**src/rtl/enigma_pkg.sv**
```systemverilog
// Shared Enigma datapath definitions: letter range, rotor wirings,
// notches, stage FSM states and the rotor step helper.
package enigma_pkg;

    localparam int LETTER_MIN = 1;
    localparam int LETTER_MAX = 26;
    localparam int NLET       = 26;

    localparam logic [4:0] NOTCH_II  = 5'd4;
    localparam logic [4:0] NOTCH_III = 5'd21;

    localparam logic [4:0] WIRING_I [0:NLET-1] = '{
        5'd4,  5'd10, 5'd12, 5'd5,  5'd11, 5'd6,  5'd3,  5'd16, 5'd21,
        5'd25, 5'd13, 5'd19, 5'd14, 5'd22, 5'd24, 5'd7,  5'd23, 5'd20,
        5'd18, 5'd15, 5'd0,  5'd8,  5'd1,  5'd17, 5'd2,  5'd9
    };

    localparam logic [4:0] WIRING_II [0:NLET-1] = '{
        5'd0,  5'd9,  5'd3,  5'd10, 5'd18, 5'd8,  5'd17, 5'd20, 5'd23,
        5'd1,  5'd11, 5'd7,  5'd22, 5'd19, 5'd12, 5'd2,  5'd16, 5'd6,
        5'd25, 5'd13, 5'd15, 5'd24, 5'd5,  5'd21, 5'd14, 5'd4
    };

    localparam logic [4:0] WIRING_III [0:NLET-1] = '{
        5'd1,  5'd3,  5'd5,  5'd7,  5'd9,  5'd11, 5'd2,  5'd15, 5'd17,
        5'd19, 5'd23, 5'd21, 5'd25, 5'd13, 5'd24, 5'd4,  5'd8,  5'd22,
        5'd6,  5'd0,  5'd10, 5'd12, 5'd20, 5'd18, 5'd16, 5'd14
    };

    typedef enum logic [2:0] {
        IDLE,
        FWD_R,
        FWD_M,
        FWD_L,
        HOLD
    } state_t;

    typedef enum logic [1:0] {
        ROT_I,
        ROT_II,
        ROT_III
    } rotor_sel_t;

    function automatic logic [4:0] step_pos(input logic [4:0] p);
        return (p == 5'(NLET - 1)) ? 5'd0 : p + 5'd1;
    endfunction

endpackage

```
**src/rtl/rotor_fwd_map.sv**
```systemverilog
// Single-rotor right-to-left substitution, letters 1..26,
// positions 0..25; 6-bit intermediates keep the mod-26 sums exact.
module rotor_fwd_map
    import enigma_pkg::*;
(
    input  rotor_sel_t  sel,
    input  logic [4:0]  pos,
    input  logic [4:0]  letter,
    output logic [4:0]  result
);

    logic [5:0] sum;
    logic [4:0] c;
    logic [5:0] w;
    logic [5:0] d;
    logic [5:0] r;

    always_comb begin
        sum = 6'(letter) - 6'd1 + 6'(pos);
        c   = (sum >= 6'(NLET)) ? 5'(sum - 6'(NLET)) : 5'(sum);
        unique case (sel)
            ROT_I:   w = 6'(WIRING_I[c]);
            ROT_II:  w = 6'(WIRING_II[c]);
            ROT_III: w = 6'(WIRING_III[c]);
            default: w = '0;
        endcase
        d      = w + 6'(NLET) - 6'(pos);
        r      = (d >= 6'(NLET)) ? d - 6'(NLET) : d;
        result = 5'(r) + 5'd1;
    end

endmodule

```
**src/rtl/rotor_forward_stage.sv**
```systemverilog
// Enigma forward stage: steps rotors on keypress, then walks the letter
// through rotors III, II, I one per cycle and offers it to the reflector.
module rotor_forward_stage
    import enigma_pkg::*;
#(
    parameter int unsigned INIT_L = 0,
    parameter int unsigned INIT_M = 0,
    parameter int unsigned INIT_R = 0
) (
    input  logic       clk,
    input  logic       rst_n,
    input  logic [4:0] key_in,
    input  logic       key_valid,
    output logic       key_ready,
    input  logic       load_en,
    input  logic [4:0] load_l,
    input  logic [4:0] load_m,
    input  logic [4:0] load_r,
    output logic [4:0] out_letter,
    output logic       out_valid,
    input  logic       out_ready,
    output logic [4:0] pos_l,
    output logic [4:0] pos_m,
    output logic [4:0] pos_r,
    output logic       err
);

    state_t     state, state_nx;
    logic [4:0] cur;
    logic [4:0] map_out;
    logic [4:0] map_pos;
    rotor_sel_t map_sel;
    logic       key_ok;
    logic       accept;

    assign key_ok = (key_in >= 5'(LETTER_MIN)) && (key_in <= 5'(LETTER_MAX));
    assign accept = key_ready && key_valid;

    always_ff @(posedge clk or negedge rst_n) begin
        if (!rst_n) state <= IDLE;
        else        state <= state_nx;
    end

    always_comb begin
        state_nx  = state;
        key_ready = 1'b0;
        out_valid = 1'b0;
        case (state)
            IDLE: begin
                key_ready = !load_en;
                if (key_ready && key_valid && key_ok) state_nx = FWD_R;
            end
            FWD_R: state_nx = FWD_M;
            FWD_M: state_nx = FWD_L;
            FWD_L: state_nx = HOLD;
            HOLD: begin
                out_valid = 1'b1;
                if (out_ready) state_nx = IDLE;
            end
            default: state_nx = IDLE;
        endcase
    end

    // Stepping uses pre-step positions; M==notch drives the double step.
    always_ff @(posedge clk or negedge rst_n) begin
        if (!rst_n) begin
            pos_l <= 5'(INIT_L);
            pos_m <= 5'(INIT_M);
            pos_r <= 5'(INIT_R);
        end else if (state == IDLE && load_en) begin
            if (load_l < 5'(NLET)) pos_l <= load_l;
            if (load_m < 5'(NLET)) pos_m <= load_m;
            if (load_r < 5'(NLET)) pos_r <= load_r;
        end else if (accept && key_ok) begin
            pos_r <= step_pos(pos_r);
            if (pos_r == NOTCH_III || pos_m == NOTCH_II)
                pos_m <= step_pos(pos_m);
            if (pos_m == NOTCH_II)
                pos_l <= step_pos(pos_l);
        end
    end

    always_comb begin
        map_sel = ROT_III;
        map_pos = pos_r;
        case (state)
            FWD_M: begin
                map_sel = ROT_II;
                map_pos = pos_m;
            end
            FWD_L: begin
                map_sel = ROT_I;
                map_pos = pos_l;
            end
            default: ;
        endcase
    end

    rotor_fwd_map u_map (
        .sel    (map_sel),
        .pos    (map_pos),
        .letter (cur),
        .result (map_out)
    );

    always_ff @(posedge clk or negedge rst_n) begin
        if (!rst_n) begin
            cur        <= 5'd1;
            out_letter <= '0;
            err        <= 1'b0;
        end else begin
            err <= accept && !key_ok;
            if (accept && key_ok)
                cur <= key_in;
            if (state == FWD_R || state == FWD_M)
                cur <= map_out;
            if (state == FWD_L)
                out_letter <= map_out;
        end
    end

endmodule

```
**config.mk**
```make
export PLATFORM = sky130hd
export DESIGN_NAME = rotor_forward_stage
export DESIGN_NICKNAME = d
export VERILOG_FILES = /design/src/rtl/enigma_pkg.sv /design/src/rtl/rotor_fwd_map.sv /design/src/rtl/rotor_forward_stage.sv
export SDC_FILE = /design/constraint.sdc
export NUM_CORES = 1
export LEC_CHECK = 0
export CORE_ASPECT_RATIO = 1.2
export CORE_UTILIZATION = 57
export CTS_BUF_LIST = sky130_fd_sc_hd__clkbuf_8 sky130_fd_sc_hd__clkbuf_16
export CTS_CLUSTER_SIZE = 12
export DETAILED_ROUTE_END_ITERATION = 7
export GPL_TIMING_DRIVEN = 0
export PLACE_DENSITY = 0.82
export REMOVE_ABC_BUFFERS = 1
export SLEW_MARGIN = 25
export SYNTH_ARGS = -nofsm -noshare
export SYNTH_HDL_FRONTEND = slang
export SYNTH_HIERARCHICAL = 1
export SYNTH_SLANG_ARGS = --single-unit
```
**constraint.sdc**
```tcl
create_clock -name clk -period 10.6 [get_ports clk]
set_input_delay 1.06 -clock clk [delete_from_list [all_inputs] [get_ports clk]]
set_output_delay 1.06 -clock clk [all_outputs]
set_load 0.01 [all_outputs]
```
==> results, run 1 <==
- The layer with the highest usage after global routing is met2.
- For hold timing, the worst endpoint is cur[3]$_DFFE_PN0P_.
- The longest clock path from root to sink contains 2 buffers.
- The number of nets with antenna violations after routing is 0.
- Sequential cells were found to cover 19.2% of the synthesized design area.
- Measured against its own limit, the worst slew margin works out to 38.7%.
- The layout cell share with drive strength beyond 1 is 10.0%.
- Row generation in the floorplan step produced 32 rows.
- For this run, global-route usage on met3 was measured as 2.81%.
- The maximum fanout along the worst path is 17.
- Clock-pin slew was measured on the worst setup and hold paths at 0.07 ns.
- For this run the aggregate overflow at the end of global routing stands at 0.
- Detailed placement finished with a half-perimeter wire length of 7140 um.
- The post-synthesis instance total is 452.
- TritonCTS built the clock tree.
- In this run the count of I/O pins placed on the die edge is 48.
- The horizontal die dimension is 76.4 um.
- The first routing iteration left 268 violations.
- After synthesis, the mean cell area works out to 8.37 um2.
- Along the worst hold path, the cell count comes to 1.
- The met2 usage in global routing is 51.7%.
- In the final routed layout, each cell accounts on average for 17.0 um.
- Global routing consumed, over all layers together, 28.5% of the routing resources.
- Leaving out fill and tap cells, the most frequent cells in the layout are 46 x sky130_fd_sc_hd__clkdlybuf4s50_1, 44 x sky130_fd_sc_hd__inv_1, 43 x sky130_fd_sc_hd__nand2_1, 38 x sky130_fd_sc_hd__ha_1, 28 x sky130_fd_sc_hd__dfrtp_1.
- The congestion estimate from routability-driven global placement came to 0.907.
- After detailed routing, the total wire length is 9760 um.
- The number of buffers inserted by hold repair at cts is 0.
- After detailed routing, the number of remaining DRC violations is 0.
- The startpoint of the lowest-slack hold path is cur[3]$_DFFE_PN0P_.
- The final layout net count is 554.
- In the finished design, the share of the clock period the worst path needs comes to 83.2%.
- CTS built an H-tree with a depth of 2.
- Setup repair after global routing left no endpoint under its margin.
- Leaving out fill and tap cells, the most frequent cell in the layout is sky130_fd_sc_hd__clkdlybuf4s50_1.
- The initial antenna violation count is 0.
- The worst setup path is captured at a flop.
- The endpoint identified for the worst register-to-register timing path is cur[4]$_DFFE_PN0P_.
- Buffers inserted during clock tree synthesis total 5.
- By startpoint and endpoint, the worst setup path is classified as reg -> reg.
- Counting distinct cell types in the post-synthesis netlist gives 84.
- Based on the critical path, the design can be clocked at up to 113 MHz.
- Entering global routing, the biggest net connects 30 pins.
- Counting flops with a built-in enable in the synthesized netlist gives 0.
- The worst clock skew is 0.00224 ns.
- The first-pass GRT wire length is 16300 um.
- The worst-case reg-to-reg path depth is 34.
- The flow ran to the end, and the final reports show no timing, DRC or antenna violations.
- The repair_antennas step left the layout with diodes totalling 0.
- The worst setup path is launched from a flop.
- The worst register-to-register path begins at state[1]$_DFFE_PN0P_.
- The number of slew-limit violations in the final report is 0.
- The most used flip-flop cell after synthesis is sky130_fd_sc_hd__dfrtp_1.
- The number of sinks handled by clock tree synthesis is 29.
- The transition at the pin with the smallest max-transition slack is 0.913 ns.
- The number of gates resized after CTS was 0.
- The number of register bits inferred by synthesis is 29.
- The worst endpoint data arrival time is 8.99 ns.
- The number of global-route vias before repair is 3521.
- STA puts the critical path data required time at 10.77 ns.
- The total count of hold-check failures in the final report is 0.
- For the worst-skew pair, the clock arrives at the later sink with an insertion delay of 0.28 ns.
- For this run, global-route usage on met1 was measured as 34.4%.
- The via density per instance is 6.37.
- The slack of the worst reg-to-reg path is 1.78 ns.
- For this block, the via count after detailed routing is 3664.
- The min-delay analysis places its worst path in the category reg -> reg.
- During placement, the flow inserted port buffers numbering 47.
- In this run the cell area of the synthesized design comes to 3780 um2.
- The tree is rooted in a sky130_fd_sc_hd__clkbuf_8.
- The initial core utilization is 59.0%.
- For this run, the detailed router's first-pass iteration total came to 6.
- The highest cell delay on the worst timing path is 0.76 ns.
- Of all flip-flops after synthesis, the portion carrying an async set or reset was 100%.
- The floorplan step defined a die boundary enclosing 6970 um2.
- The setup-violating endpoint count in the final report is 0.
- Across the run, the number of max-cap violations was 0.
- The die boundary height is 91.2 um.
- Among all stages on the critical path, the largest delay is contributed by sky130_fd_sc_hd__xnor2_1.
- The setup TNS after final layout is 0 ns.
- The area inside the core boundary is 6410 um2.
- In this run the post-CTS setup repair buffer count came out at 0.
- The clock period could shrink to 8.82 ns.
- The Yosys step of the flow raised 6 warnings.
- The layout-stage area growth over the synthesis result is 16.1%.
==> final cells by class <==
| class | instances | area (um2) |
|---|---|---|
| Clock inverter | 2 | 37.5 |
| Timing Repair Buffer | 48 | 477 |
| Sequential cell | 29 | 727 |
| Clock buffer | 6 | 82.6 |
| Multi-Input combinational cell | 359 | 2790 |
| Inverter | 46 | 175 |
| Fill cell | 524 | 2010 |
| Tap cell | 85 | 106 |
==> cell usage after synthesis (12+ instances only) <==
master | number | area [um2]
sky130_fd_sc_hd__nor3_1 | 13 | 65.1
sky130_fd_sc_hd__dfrtp_1 | 28 | 701
sky130_fd_sc_hd__xnor2_1 | 12 | 105
sky130_fd_sc_hd__nand3_1 | 12 | 60.1
sky130_fd_sc_hd__mux2_1 | 12 | 135
sky130_fd_sc_hd__nor2_1 | 27 | 101
sky130_fd_sc_hd__o21ai_0 | 24 | 120
sky130_fd_sc_hd__inv_1 | 44 | 165
sky130_fd_sc_hd__a21oi_1 | 24 | 120
sky130_fd_sc_hd__ha_1 | 38 | 475
sky130_fd_sc_hd__o211ai_1 | 17 | 128
sky130_fd_sc_hd__nand2_1 | 43 | 161
==> logic make-up after synthesis <==
family / after synthesis / synth area share (%)
muxes: 35 / 10.4
buffers and inverters: 64 / 7.41
xor gates and xnor gates: 15 / 3.97
adders and majority gates: 40 / 13.6
DFF: 29 / 19.2
AOI/OAI and AO/OA: 133 / 26.1
and+or+nand+nor: 136 / 19.3
==> critical path, delay by kind of cell (launching register included) <==
kind	cells	cell delay (ns)
AO/OA/AOI/OAI	10	2.41
adder cells (fa/ha/maj)	7	2.12
XOR/XNOR	3	1.04
multiplexers	3	1.01
AND/OR/NAND/NOR	5	1.00
flip-flops	1	0.58
buffers and inverters	6	0.52
==> routing by layer <==
layer / vias to the layer above / part of all wire, % / wire [um]
li1: 1746 / - / -
met1: 1734 / 40 / 3950
met2: 156 / 52 / 5070
met3: 28 / 5.0 / 490
met4: 0 / 2.6 / 255
met5: - / 0 / 0
==> through the flow <==
stage / cells / worst slack (ns) / instance area (um2) / utilization, % / hold WS [ns]
6_report: 575 / 1.78 / 4390 / 68.6 / 0.497
2_1_floorplan: 434 / 3.19 / 3680 / - / 0.458
5_1_grt: 575 / 1.23 / 4390 / 68.6 / 0.533
3_3_place_gp: 566 / 2.02 / 4250 / 66.4 / 0.469
4_1_cts: 574 / 1.91 / 4380 / 68.4 / 0.501
3_5_place_dp: 566 / 1.93 / 4260 / 66.5 / 0.476
==> worst max-delay path by stage <==
| stage | startpoint | to | depth (start not counted) |
|---|---|---|---|
| final | state[1]$_DFFE_PN0P_ | cur[4]$_DFFE_PN0P_ | 34 |
| after global routing | state[1]$_DFFE_PN0P_ | cur[4]$_DFFE_PN0P_ | 33 |
| after CTS | state[2]$_DFFE_PN0P_ | cur[3]$_DFFE_PN0P_ | 34 |
| after detailed placement | state[2]$_DFFE_PN0P_ | cur[3]$_DFFE_PN0P_ | 34 |
| after global placement | state[2]$_DFFE_PN0P_ | cur[4]$_DFFE_PN0P_ | 34 |
| after floorplan | state[2]$_DFFE_PN0P_ | cur[3]$_DFFE_PN0P_ | 34 |
==> flip-flops by register name, indices dropped and copies added (netlist names) <==
signal      cells
pos_m           5
cur             5
err             1
state           3
out_letter      5
pos_r           5
pos_l           5
Power of run 1 is left out: the tool's default activity adds up to more than one toggle a clock period on the data nets, which glitch-free logic cannot reach.
==> run 2, diff against run 1 <==
- clock period: 10.6 -> 8.8 ns (I/O delays scaled with it)
==> run 2 against run 1 <==
  * Final cell count stayed put
  * Clock skew is 0.0013 ns higher
  * Routed wire length hardly changed
  * Global-route usage stayed put
  * Via count is 0.41% lower
  * Largest cell class unchanged
==> results, run 2 (same netlist as run 1, synthesis figures left out) <==
- The flow ran to the end, and the final reports show no timing, DRC or antenna violations.
- Setup repair after global routing left no endpoint under its margin.
- The number of buffers inserted during clock tree synthesis is 5 (unchanged).
- The first-pass GRT wire length came to 16300 um (unchanged).
- The I/O pin total came to 48 (unchanged).
- The final routed DRC violation total is 0 (unchanged).
- STA classifies the critical path startpoint as a flop.
- Compared with the post-synthesis result, the final layout area differs by 16.5%.
- The fmax came to 120 MHz (+5.8%).
- The total count of hold-check failures in the final report is 0 (unchanged).
- The highest cell delay on the worst timing path is 0.77 ns (about the same).
- The transition at the pin with the smallest max-transition slack is 0.732 ns (-0.181 ns).
- The endpoint class of the critical path is a flop.
- The final layout net count is 554 (unchanged).
- The pin count of the biggest net entering global routing is 30 (unchanged).
- The setup path with the least slack is of type reg -> reg.
- The global-route usage over all layers was 28.5% (unchanged).
- The critical path data required time is 8.97 ns (-1.80 ns).
- The final cycle utilization of the critical path is 94.8% (+12 points).
- The first-pass detailed-route iteration total is 5 (-1).
- The path class of the tightest hold or removal check is reg -> reg.
- In the layout the commonest cells are 46 x sky130_fd_sc_hd__clkdlybuf4s50_1, 44 x sky130_fd_sc_hd__inv_1, 43 x sky130_fd_sc_hd__nand2_1, 38 x sky130_fd_sc_hd__ha_1, 28 x sky130_fd_sc_hd__dfrtp_1.
- The number of buffers inserted by hold repair at cts was 0 (unchanged).
- The cell at the root of the clock tree is sky130_fd_sc_hd__clkbuf_8.
- The number of resized instances in the post-cts repair step was 0 (unchanged).
- The setup TNS after final layout is 0 ns (unchanged).
- The post-layout minimum cycle time is 8.34 ns (-0.480 ns).
- The maximum fanout along the worst path is 14 (-3).
- The overall via count from detail_route came to 3649 (-0.41%).
- The area inside the core boundary came to 6410 um2 (unchanged).
- The count of buffers added by post-CTS timing repair for setup is 0 (unchanged).
- The number of slew-limit violations in the final report is 0 (unchanged).
- The die area is 6970 um2 (unchanged).
- The horizontal die dimension came to 76.4 um (unchanged).
- The post-detailed-route wirelength per cell is 17.0 um (about the same).
- The cell with the largest stage delay on the worst path is sky130_fd_sc_hd__dfrtp_1.
- The buffer levels on the longest clock path was 2 (unchanged).
- The die boundary height is 91.2 um (unchanged).
- The worst hold path begins at cur[3]$_DFFE_PN0P_.
- The count of standard-cell rows is 32 (unchanged).
- The worst clock skew is 0.00359 ns (+0.00135 ns).
- The number of violations of the max-capacitance limit is 0 (unchanged).
- The total congestion overflow is 0 (unchanged).
- The initial antenna violation count came to 0 (unchanged).
- The layout cell share with drive strength beyond 1 is 10.4% (+0.41 points).
- The final core utilization came to 68.8% (+0.23 points).
- The final weighted congestion of routability-driven global placement is 0.907 (unchanged).
- The most common library cell in the layout ignoring fill and taps is sky130_fd_sc_hd__clkdlybuf4s50_1.
- The initial DRC count is 280 (+4.5%).
- By instance count, the cell type seen most on the critical path is sky130_fd_sc_hd__ha_1.
- The latest clock arrival within the worst-skew pair was 0.28 ns (about the same).
- In this run the critical register-to-register path is launched from state[0]$_DFFE_PN0P_.
- The initial core utilization was 59.0% (unchanged).
- The tightest slew margin relative to the limit is 51.1% (+12 points).
- Tracing the worst setup path back leads to its startpoint at state[0]$_DFFE_PN0P_.
- The worst slack on hold paths is 0.497 ns (+0.000296 ns).
- The H-tree depth came to 2 (unchanged).
- The number of sinks handled by clock tree synthesis is 29 (unchanged).
- The CTS tree is built.
- The number of diodes added for antenna fixing is 0 (unchanged).
- The clock slew at the register clock pins of the worst setup and hold paths is 0.07 ns (about the same).
- The via density per instance is 6.35 (-0.41%).
- The post-detailed-placement half-perimeter wirelength was 7140 um (unchanged).
- The routed wire length came to 9760 um (about the same).
- The worst endpoint data arrival time is 8.51 ns (-0.48 ns).
- The count of input and output buffers is 47 (unchanged).
- The number of global-route vias before repair is 3521 (unchanged).
- The number of nets with antenna violations after routing is 0 (unchanged).
- The setup-violating endpoint count in the final report is 0 (unchanged).
[run 2: cell count changes in the layout (fill, tap and decap cells not counted)]
cell / change
sky130_fd_sc_hd__nand2b_1: -1
sky130_fd_sc_hd__nand2b_4: +1
sky130_fd_sc_hd__o21ai_0: -1
sky130_fd_sc_hd__o21ai_1: +1
sky130_fd_sc_hd__xnor2_1: -1
sky130_fd_sc_hd__xnor2_2: +1
[run 2: final cells by class]
cell class / instances / area, um2
clock buffer: 6 / 82.6
clock inverter: 2 / 37.5
fill: 521 / 2000
inverter: 46 / 175
multi-input combinational: 359 / 2800
sequential: 29 / 727
tap: 85 / 106
timing repair buffer: 48 / 477
[run 2: through the flow]
stage          cells  worst slack (ns)  instance area [um2]
5_1_grt          575            0.0409                 4410
3_3_place_gp     566             0.221                 4250
3_5_place_dp     566             0.133                 4260
6_report         575             0.459                 4410
4_1_cts          574             0.108                 4380
2_1_floorplan    434              1.39                 3680
[run 2: metal layers]
layer | GRT usage, % | share of wire, % | routed length, um | up-vias
met2 | 51.7 | 52 | 5080 | 150
met1 | 34.4 | 41 | 3960 | 1737
met3 | 2.81 | 5.2 | 507 | 26
met5 | 0 | 0 | 0 | -
met4 | 10.7 | 2.2 | 210 | 0
li1 | - | - | - | 1736
[run 2: path summary, 6_finish.rpt]
path                                              to  slack (ns)  cells past startpoint
worst max register to register    cur[4]$_DFFE_PN0P_        0.46                     34
max in group asynchronous         cur[3]$_DFFE_PN0P_        7.74                      1
worst min register to register    cur[3]$_DFFE_PN0P_        0.50                      1
min in group asynchronous       pos_l[4]$_DFFE_PN0P_        0.63                      1
worst min-delay path              cur[3]$_DFFE_PN0P_        0.50                      1
worst max-delay path              cur[4]$_DFFE_PN0P_        0.46                     34
[run 2: critical path: cells and delay by family (launching register included)]
kind            cells  cell delay (ns)
buf+inv             5             0.44
simple gates        4             0.56
fa+ha+maj           8             2.44
flops               1             0.77
compound gates      9             2.10
xor+xnor            5             1.09
mux                 3             0.81
Power of run 2 is left out for the same reason.
==> run 3, diff against run 2 <==
- CELL_PAD_IN_SITES_DETAIL_PLACEMENT: not set -> 1
- CELL_PAD_IN_SITES_GLOBAL_PLACEMENT: not set -> 2
- CORE_UTILIZATION: 57 -> 34
- PLACE_DENSITY: 0.82 -> not set
- PLACE_DENSITY_LB_ADDON: not set -> 0.05
- REMOVE_ABC_BUFFERS: 1 -> not set
==> run 3 against run 2 <==
  * Die area rose by 66%
  * Via count fell by 0.30%
  * Maximum frequency rose by 1.5%
  * Routed wire length rose by 22%
  * Final cell count rose by 11%
  * Clock-buffer cell count did not move
  * First-iteration DRC count fell by 62%
  * Largest cell class unchanged
==> results, run 3 (same netlist as run 1, synthesis figures left out) <==
- The layout cell share with drive strength beyond 1 is 12.9% (+2.5 points).
- The flow ran to the end, and the final reports show no timing, DRC or antenna violations.
- The die area is 11600 um2 (+66%).
- The number of sinks handled by clock tree synthesis is 29 (unchanged).
- The initial antenna violation count is 0 (unchanged).
- The library cell used most frequently in the layout, excluding fill and tap cells, is sky130_fd_sc_hd__clkdlybuf4s50_1.
- The number of nets in the synthesized netlist is 517.
- The number of diodes added for antenna fixing was 0 (unchanged).
- The fmax was 122 MHz (+1.5%).
- STA classifies the critical path startpoint as a flop.
- The H-tree depth is 2 (unchanged).
- The post-layout minimum cycle time is 8.21 ns (-0.127 ns).
- The post-detailed-placement half-perimeter wirelength is 9420 um (+32%).
- The setup TNS after final layout is 0 ns (unchanged).
- The layout-stage area growth over the synthesis result is 23.1%.
- The number of violations of the max-capacitance limit is 0 (unchanged).
- The maximum fanout along the worst path is 15 (+1).
- The CTS tree is built.
- The final weighted congestion of routability-driven global placement is 0.867 (-4.4%).
- The sequential standard cell area was 727 um2 (unchanged).
- The total congestion overflow is 0 (unchanged).
- The first-pass detailed-route iteration total came to 4 (-1).
- The critical path in this run is classified as reg -> reg.
- The initial core utilization is 35.4% (-24 points).
- The worst-case reg-to-reg path depth is 36 (+5.9%).
- The routed wire length is 11900 um (+22%).
- The cell total after placement was 629 (+11%).
- The source of the critical timing path is state[2]$_DFFE_PN0P_.
- The total count of hold-check failures in the final report is 0 (unchanged).
- The global-route usage over all layers came to 21.6% (-6.9 points).
- The slack of the worst reg-to-reg path came to 0.59 ns (+0.13 ns).
- The number of global-route vias before repair came to 3872 (+10%).
- The worst register-to-register path begins at state[2]$_DFFE_PN0P_.
- The latest clock arrival within the worst-skew pair is 0.28 ns (about the same).
- The number of nets with antenna violations after routing is 0 (unchanged).
- The number of slew-limit violations in the final report is 0 (unchanged).
- The pin count of the biggest net entering global routing is 24 (-20%).
- The final cycle utilization of the critical path is 93.4% (-1.4 points).
- The area of combinational cells with multiple inputs was 2800 um2 (about the same).
- The endpoint class of the critical path is a flop.
- The via density per instance is 5.68 (-10%).
- The clock slew at the register clock pins of the worst setup and hold paths is 0.06 ns (about the same).
- The critical path data required time is 8.97 ns (about the same).
- The final layout net count was 575 (+3.8%).
- The initial DRC count is 107 (-62%).
- The worst endpoint data arrival time came to 8.38 ns (-0.13 ns).
- The setup-violating endpoint count in the final report is 0 (unchanged).
- The first-pass GRT wire length is 20000 um (+23%).
- The count of input and output buffers is 47 (unchanged).
- The highest cell delay on the worst timing path is 0.52 ns (-0.25 ns).
- The buffer levels on the longest clock path was 2 (unchanged).
- The final routed DRC violation total is 0 (unchanged).
- The area inside the core boundary is 10700 um2 (+67%).
- The tightest slew margin relative to the limit is 54.9% (+3.8 points).
- The die boundary height is 118 um (+29%).
- The number of buffers inserted during clock tree synthesis is 5 (unchanged).
- The count of standard-cell rows came to 41 (+28%).
- The non-filler instance count after layout is 640 (+11%).
- In this run the clock root is driven by a sky130_fd_sc_hd__clkbuf_16.
- The I/O pin total is 48 (unchanged).
- The transition at the pin with the smallest max-transition slack is 0.672 ns (-0.0602 ns).
- The overall via count from detail_route came to 3638 (-0.30%).
- The worst clock skew is 0.00826 ns (+0.00468 ns).
- The worst hold path belongs to the class in -> async.
- In the layout the commonest cells are 46 x sky130_fd_sc_hd__clkdlybuf4s50_1, 44 x sky130_fd_sc_hd__inv_1, 43 x sky130_fd_sc_hd__nand2_1, 38 x sky130_fd_sc_hd__ha_1, 28 x sky130_fd_sc_hd__dfrtp_1.
- The number of fill cells in the layout is 1281 (+150%).
- The cell with the largest stage delay on the worst path is sky130_fd_sc_hd__fa_1.
- The horizontal die dimension came to 98.3 um (+29%).
- The post-detailed-route wirelength per cell is 18.5 um (+9.3%).
-- run 3: area by class of cell --
| type | instances | share of cell area, % |
|---|---|---|
| multi-input combinational | 359 | 60.2 |
| sequential | 29 | 15.6 |
| timing repair buffer | 51 | 10.9 |
| inverter | 46 | 3.76 |
| tap | 129 | 3.47 |
| clock buffer | 6 | 2.98 |
| buffer | 18 | 2.28 |
| clock inverter | 2 | 0.806 |
-- run 3: worst max-delay path: cells and delay by family, from the launching register on --
family,cells,cell delay [ns]
XOR/XNOR,3,0.63
AND/OR/NAND/NOR,5,0.88
flip-flops,1,0.36
multiplexers,3,1.02
buffers and inverters,8,0.92
adder cells (fa/ha/maj),7,2.09
AO/OA/AOI/OAI,10,2.21
-- run 3: layer usage --
| layer | GRT usage [%] | routed length, um | vias to the layer above | share of wire, % |
|---|---|---|---|---|
| li1 | - | - | 1786 | - |
| met1 | 25.5 | 4980 | 1755 | 42 |
| met2 | 39.3 | 6260 | 72 | 53 |
| met3 | 2.55 | 285 | 25 | 2.4 |
| met4 | 8.49 | 343 | 0 | 2.9 |
| met5 | 0 | 0 | - | 0 |
-- run 3: repair_timing --
item                       4_1_cts  5_1_grt
setup endpoints to repair        3        7
setup buffers                    0        3
hold buffers                     0        0
pin swaps                        0        2
gates resized for setup          1        6
-- run 3: worst paths after layout --
kind | to
worst max-delay path | cur[4]$_DFFE_PN0P_
worst min-delay path | pos_l[0]$_DFFE_PN0P_
worst max register to register | cur[4]$_DFFE_PN0P_
worst min register to register | cur[2]$_DFFE_PN0P_
max in group asynchronous | cur[0]$_DFFE_PN1P_
min in group clk | cur[2]$_DFFE_PN0P_
-- run 3: through the flow --
step	setup WS, ns	util (%)	instance area (um2)	hold slack, ns
6_report	0.585	43.6	4660	0.440
5_1_grt	-0.0406	43.6	4660	0.451
4_1_cts	0.0176	43.2	4610	0.442
3_5_place_dp	-0.207	41.5	4430	0.477
3_3_place_gp	-0.0836	41.4	4410	0.470
2_1_floorplan	1.33	-	3780	0.458
Power of run 3 is left out for the same reason.
